--- config.mk ---
export PLATFORM = sky130hd
export DESIGN_NAME = reaction_timer_core
export DESIGN_NICKNAME = d
export VERILOG_FILES = /design/src/rtl/reaction_pkg.sv /design/src/rtl/reaction_btn_sync.sv /design/src/rtl/reaction_timer_core.sv
export SDC_FILE = /design/constraint.sdc
export NUM_CORES = 1
export LEC_CHECK = 0
export ABC_AREA = 1
export ABC_CLOCK_PERIOD_IN_PS = 2000
export CAP_MARGIN = 40
export CORE_ASPECT_RATIO = 2
export CORE_MARGIN = 1.5
export CORE_UTILIZATION = 35
export CTS_CLUSTER_DIAMETER = 80
export DETAILED_ROUTE_END_ITERATION = 12
export HOLD_SLACK_MARGIN = 0.12
export PLACE_DENSITY = 0.63
export SLEW_MARGIN = 20
export SYNTH_ARGS = -nofsm -noshare
export SYNTH_HDL_FRONTEND = slang
export SYNTH_SLANG_ARGS = --single-unit
--- constraint.sdc ---
create_clock -name clk -period 2 [get_ports clk]
set_clock_uncertainty 0.2 [all_clocks]
set_input_delay 0.6 -clock clk [delete_from_list [all_inputs] [get_ports clk]]
set_output_delay 0.6 -clock clk [all_outputs]
set_load 0.05 [all_outputs]
--- src/rtl/reaction_pkg.sv ---
// Shared definitions for the reaction timer: FSM state encoding, display
// digit codes, LFSR constants and the BCD increment helper.
package reaction_pkg;

   typedef enum logic [2:0] {
      ST_IDLE  = 3'd0,
      ST_WAIT  = 3'd1,
      ST_GO    = 3'd2,
      ST_DONE  = 3'd3,
      ST_FALSE = 3'd4
   } state_t;

   localparam logic [3:0]  DIGIT_BLANK = 4'hF;
   localparam logic [3:0]  DIGIT_DASH  = 4'hA;

   // Right-shifting Galois form of x^16+x^14+x^13+x^11+1
   localparam logic [15:0] LFSR_SEED   = 16'hACE1;
   localparam logic [15:0] LFSR_TAPS   = 16'hB400;

   function automatic logic [15:0] lfsr_step(input logic [15:0] v);
      return {1'b0, v[15:1]} ^ (v[0] ? LFSR_TAPS : 16'h0000);
   endfunction

   // Four-digit BCD +1 with per-digit carry; saturation is the caller's job
   function automatic logic [15:0] bcd_inc(input logic [15:0] v);
      logic [15:0] r;
      logic        c;
      r = v;
      c = 1'b1;
      for (int i = 0; i < 4; i++) begin
         if (c) begin
            if (v[i*4 +: 4] == 4'd9) begin
               r[i*4 +: 4] = 4'd0;
            end else begin
               r[i*4 +: 4] = v[i*4 +: 4] + 4'd1;
               c           = 1'b0;
            end
         end
      end
      return r;
   endfunction

endpackage

--- src/rtl/reaction_btn_sync.sv ---
// Two-flop synchronizer for a raw button followed by rising-edge detection;
// a held button yields exactly one single-cycle pulse.
module reaction_btn_sync (
   input  logic clk,
   input  logic rst_n,
   input  logic i_btn,
   output logic o_pulse
);

   logic r_meta;
   logic r_sync;
   logic r_prev;

   always_ff @(posedge clk or negedge rst_n) begin
      if (!rst_n) begin
         r_meta <= 1'b0;
         r_sync <= 1'b0;
         r_prev <= 1'b0;
      end else begin
         r_meta <= i_btn;
         r_sync <= r_meta;
         r_prev <= r_sync;
      end
   end

   assign o_pulse = r_sync & ~r_prev;

endmodule

--- src/rtl/reaction_timer_core.sv ---
// Reaction timer: random foreperiod, stimulus LED, BCD millisecond count of
// the response, false-start detection and registered display outputs.
module reaction_timer_core #(
   parameter int unsigned TICKS_PER_MS = 10000,
   parameter int unsigned MIN_DELAY_MS = 1000,
   parameter int unsigned DELAY_BITS   = 12
) (
   input  logic        clk,
   input  logic        rst_n,
   input  logic        start_btn,
   input  logic        react_btn,
   output logic [15:0] digits,
   output logic        led,
   output logic [2:0]  state_o,
   output logic        result_valid
);

   import reaction_pkg::*;

   localparam int TICK_W = (TICKS_PER_MS > 1) ? $clog2(TICKS_PER_MS) : 1;
   localparam int DLY_W  = $clog2(MIN_DELAY_MS + (2 ** DELAY_BITS)) + 1;

   state_t              r_state;
   state_t              w_state_next;
   logic                w_state_change;
   logic [TICK_W-1:0]   r_tick_cnt;
   logic                w_tick;
   logic [DLY_W-1:0]    r_dly;
   logic [DLY_W-1:0]    w_dly_next;
   logic [DLY_W-1:0]    w_dly_load;
   logic [15:0]         r_bcd;
   logic [15:0]         w_bcd_next;
   logic [15:0]         r_lfsr;
   logic [15:0]         r_digits;
   logic [15:0]         w_digits_next;
   logic                r_led;
   logic                r_result_valid;
   logic [1:0]          w_btn_raw;
   logic [1:0]          w_pulse;
   logic                w_start;
   logic                w_react;

   assign w_btn_raw = {react_btn, start_btn};

   genvar gi;
   generate
      for (gi = 0; gi < 2; gi++) begin : g_btn
         reaction_btn_sync u_sync (
            .clk     (clk),
            .rst_n   (rst_n),
            .i_btn   (w_btn_raw[gi]),
            .o_pulse (w_pulse[gi])
         );
      end
   endgenerate

   assign w_start = w_pulse[0];
   assign w_react = w_pulse[1];

   always_ff @(posedge clk or negedge rst_n) begin
      if (!rst_n) begin
         r_lfsr <= LFSR_SEED;
      end else begin
         r_lfsr <= lfsr_step(r_lfsr);
      end
   end

   // Restarting the ms tick on every state change gives each phase whole ms
   assign w_tick         = (r_tick_cnt == TICK_W'(TICKS_PER_MS - 1));
   assign w_state_change = (w_state_next != r_state);

   always_ff @(posedge clk or negedge rst_n) begin
      if (!rst_n) begin
         r_tick_cnt <= '0;
      end else if (w_state_change || w_tick) begin
         r_tick_cnt <= '0;
      end else begin
         r_tick_cnt <= r_tick_cnt + TICK_W'(1);
      end
   end

   assign w_dly_load = DLY_W'(MIN_DELAY_MS) + DLY_W'(r_lfsr[DELAY_BITS-1:0]);

   always_comb begin
      w_state_next = r_state;
      w_dly_next   = r_dly;
      w_bcd_next   = r_bcd;
      case (r_state)
         ST_IDLE: begin
            if (w_start) w_state_next = ST_WAIT;
         end
         ST_WAIT: begin
            if (w_react) begin
               w_state_next = ST_FALSE;
            end else if (w_tick) begin
               if (r_dly <= DLY_W'(1)) w_state_next = ST_GO;
               w_dly_next = (r_dly == '0) ? '0 : r_dly - DLY_W'(1);
            end
         end
         ST_GO: begin
            // React beats a coincident tick so the frozen count is not bumped
            if (w_react) begin
               w_state_next = ST_DONE;
            end else if (w_tick) begin
               if (r_bcd == 16'h9999) w_state_next = ST_DONE;
               else                   w_bcd_next   = bcd_inc(r_bcd);
            end
         end
         ST_DONE, ST_FALSE: begin
            if (w_start) w_state_next = ST_WAIT;
         end
         default: w_state_next = ST_IDLE;
      endcase
      if ((w_state_next == ST_WAIT) && (r_state != ST_WAIT)) begin
         w_dly_next = w_dly_load;
         w_bcd_next = 16'h0000;
      end
   end

   always_comb begin
      w_digits_next = 16'h0000;
      case (w_state_next)
         ST_WAIT:        w_digits_next = {4{DIGIT_BLANK}};
         ST_GO, ST_DONE: w_digits_next = w_bcd_next;
         ST_FALSE:       w_digits_next = {4{DIGIT_DASH}};
         default:        w_digits_next = 16'h0000;
      endcase
   end

   // Outputs are registered from next-state values so they align with state_o
   always_ff @(posedge clk or negedge rst_n) begin
      if (!rst_n) begin
         r_state        <= ST_IDLE;
         r_dly          <= '0;
         r_bcd          <= 16'h0000;
         r_digits       <= 16'h0000;
         r_led          <= 1'b0;
         r_result_valid <= 1'b0;
      end else begin
         r_state        <= w_state_next;
         r_dly          <= w_dly_next;
         r_bcd          <= w_bcd_next;
         r_digits       <= w_digits_next;
         r_led          <= (w_state_next == ST_GO);
         r_result_valid <= (w_state_next == ST_DONE) && (r_state != ST_DONE);
      end
   end

   assign digits       = r_digits;
   assign led          = r_led;
   assign state_o      = r_state;
   assign result_valid = r_result_valid;

endmodule

==> impl_metrics.toml <==
[worst_hold_path]
worstHoldPathType = "reg -> reg"

[floorplanning]
start_util = 0.357
die_h_um = 168
dieArea_sq_um = 14400
core-area_sq_um = 13400
fp.dieW_um = 85.5
ios = 25
core.rowCount = 60

[yosys]
synth.most_common_cell = "nand2_1"
ys_seq_elements = 87
netlist_top_cells_count = "nand2_1, dfrtp_1, inv_1, nand3_1, nor2_1"
synthCells = 575
syn_nets = 592
synth_edf_count = 0
synth_area_per_cell_sq_um = 8.29
ys.flop_type = "dfrtp_1"
synth_area_leaders = "dfrtp_1, nand2_1, nand3_1, inv_1, xor2_1"
seq_area_frac_synth = 0.459
synth_top_area_cell = "dfrtp_1"
yosysTopAreaCellShare = 0.414
synth_cell_type_count = 40
async_flop_share = 1.00
ys.warnings.count = 0
synth_area_sq_um = 4770

[clock_tree]
clk_latency_ns = 0.35
cts_tree = "built"
cts_buffers = 9
h-tree-depth = 3
clkTransAtPathRegs_ns = 0.07
cts.sinks = 87
clock-root-buffer = "clkbuf_16"
cts_buffer_depth = 2

[power]
leakage_uw = 0.00348
power_density_nw_per_um2 = 1000
ir_worst_vdd_mv = 0.498
power.total_uw = 7000

[grt]
gr-usage-all-layers = 0.194
grt_pass1_wl_um = 21900
grt_overflow = 0
grt_pass1_vias = 4843
grt_start_max_net_pins = 31
antenna_found_initial = 0

[setup_path]
critPathMaxFanout = 8
crit_chain = "ha_4 -> nand2_4 -> nor2_4 -> nand3_4 -> nor2_8 -> nand3_2 -> nand2_2 -> nand2_2 -> buf_6 -> nand2_4 -> nand4_4 -> buf_4 -> nor2_1"
critPathKind = "reg -> reg"
slowest_delay_ns = 0.40
worstSetupStartpointType = "flop"
critPathCaptureType = "flop"
cp.required_ns = 2.08
cp.arrival_ns = 2.27
cpMaxStageDelayCell = "dfrtp_1"

[cells_and_area]
nets = 736
seq_area_sq_um = 2190
nFillCells = 1162
diodes = 0
final_cells = 879
syn2layout_area_growth_pct = 46.9
drive_gt1_frac = 0.377
multi_input_area_sq_um = 2560

[place]
dpl.hpwl_um = 9780
post-place-ws_ns = -0.231
gp_congestion = 0.926
portBuffers = 24
dp_cells = 848

[drt]
num_vias = 4455
detail-route-antenna-nets = 0
drt_iter0_markers = 229
wl_um = 13800
drcViolationCount = 3
dr.pass1.iters = 8
vias_per_cell = 5.07
post_drt_wl_per_cell_um = 15.7

[sta]
slew_viol_final = 0
finalSetupViolations = 59
worst_slew_pin_slew_ns = 0.432
final.period_utilization = 1.09
setup_ws_ns = -0.189
rsz0062_at_grt = "yes"
finalCriticalPeriod_ns = 2.19
fmax_mhz = 457
relSlewSlack = 0.709
hold_slack_ns = 0.148
finalHoldViolations = 0
tns_ns = -7.36

[run_status]
violations = "DRC, setup timing"
status = "finished with violations"

[run]
cap_violations = 0
report_power, final:
| part | leakage, uW | internal (uW) | switching, uW |
|---|---|---|---|
| Combinational | 0.00221 | 1330 | 1570 |
| Clock | 0.000159 | 1170 | 705 |
| Sequential | 0.00111 | 2020 | 209 |
| Total | 0.00348 | 4520 | 2490 |
registers in the layout, indices dropped and copies added, names as in the netlist:
register             flops
led                      1
r_dly                   14
r_lfsr                  16
g_btn.u_sync.r_prev      2
g_btn.u_sync.r_sync      2
g_btn.u_sync.r_meta      2
result_valid             1
state_o                  3
r_bcd                   16
r_tick_cnt              14
digits                  16
layout by cell type (no fill, tap or decap), drive strengths merged, types with 12 or more instances in the layout:
cell type	count
inv	73
dfrtp	79
ha	13
nand2	135
xor2	26
nand3	69
clkbuf	12
nand4	23
buf	140
nor2	79
o21ai	26
stage by stage:
stage / area (sq um) / utilization
2_1_floorplan: 4800 / -
3_3_place_gp: 6170 / 0.462
3_5_place_dp: 6170 / 0.462
4_1_cts: 6720 / 0.503
5_1_grt: 7000 / 0.524
6_report: 7000 / 0.524
worst max-delay path: cells and delay by family, from the launching register on:
family        cells  cell delay (ns)
simple gates     10             0.99
flops             1             0.40
buf+inv           2             0.33
fa+ha+maj         1             0.19
cell families (layout without fill, tap and decap cells):
family / after synthesis / after routing / share of synthesized area
buffers and inverters: 86 / 235 / 0.0758
AND/OR/NAND/NOR: 321 / 321 / 0.332
flip-flops: 87 / 87 / 0.459
adder cells (fa/ha/maj): 13 / 13 / 0.0341
XOR/XNOR: 30 / 30 / 0.0551
AO/OA/AOI/OAI: 38 / 38 / 0.0446
cell type report:
type / count / area share
inverters: 76 / 0.0425
clock buffers: 12 / 0.0366
repair buffers: 143 / 0.204
well taps: 155 / 0.0277
clock inverters: 4 / 0.0109
flip-flops and latches: 87 / 0.313
multi-input cells: 402 / 0.365
final timing paths:
check	cells past startpoint	end	slack, ns	from
max in group asynchronous	3	r_lfsr[7]	0.49	rst_n
worst min register to register	0	g_btn[0].u_sync.r_sync	0.15	g_btn[0].u_sync.r_meta
worst max register to register	13	r_tick_cnt[1]	-0.19	r_tick_cnt[1]
worst max-delay path	13	r_tick_cnt[1]	-0.19	r_tick_cnt[1]
min in group asynchronous	2	r_bcd[10]	0.53	rst_n
worst min-delay path	0	g_btn[0].u_sync.r_sync	0.15	g_btn[0].u_sync.r_meta
what timing repair did:
item                                    4_1_cts  5_1_grt
hold endpoints to repair                     23        0
pin swaps                                    16       29
endpoints found under the setup margin       60       62
gates resized for setup                      45       62
hold buffers                                  1        0
setup buffers                                 5        9
metal layers:
| metal | global-route usage | up-vias | part of all wire |
|---|---|---|---|
| met2 | 0.387 | 116 | 0.59 |
| met1 | 0.171 | 2160 | 0.33 |
| met4 | 0.118 | 0 | 0.057 |
| li1 | - | 2122 | - |
| met3 | 0.0343 | 57 | 0.030 |
| met5 | 0 | - | 0 |
Power figures use the tool's default switching activity.
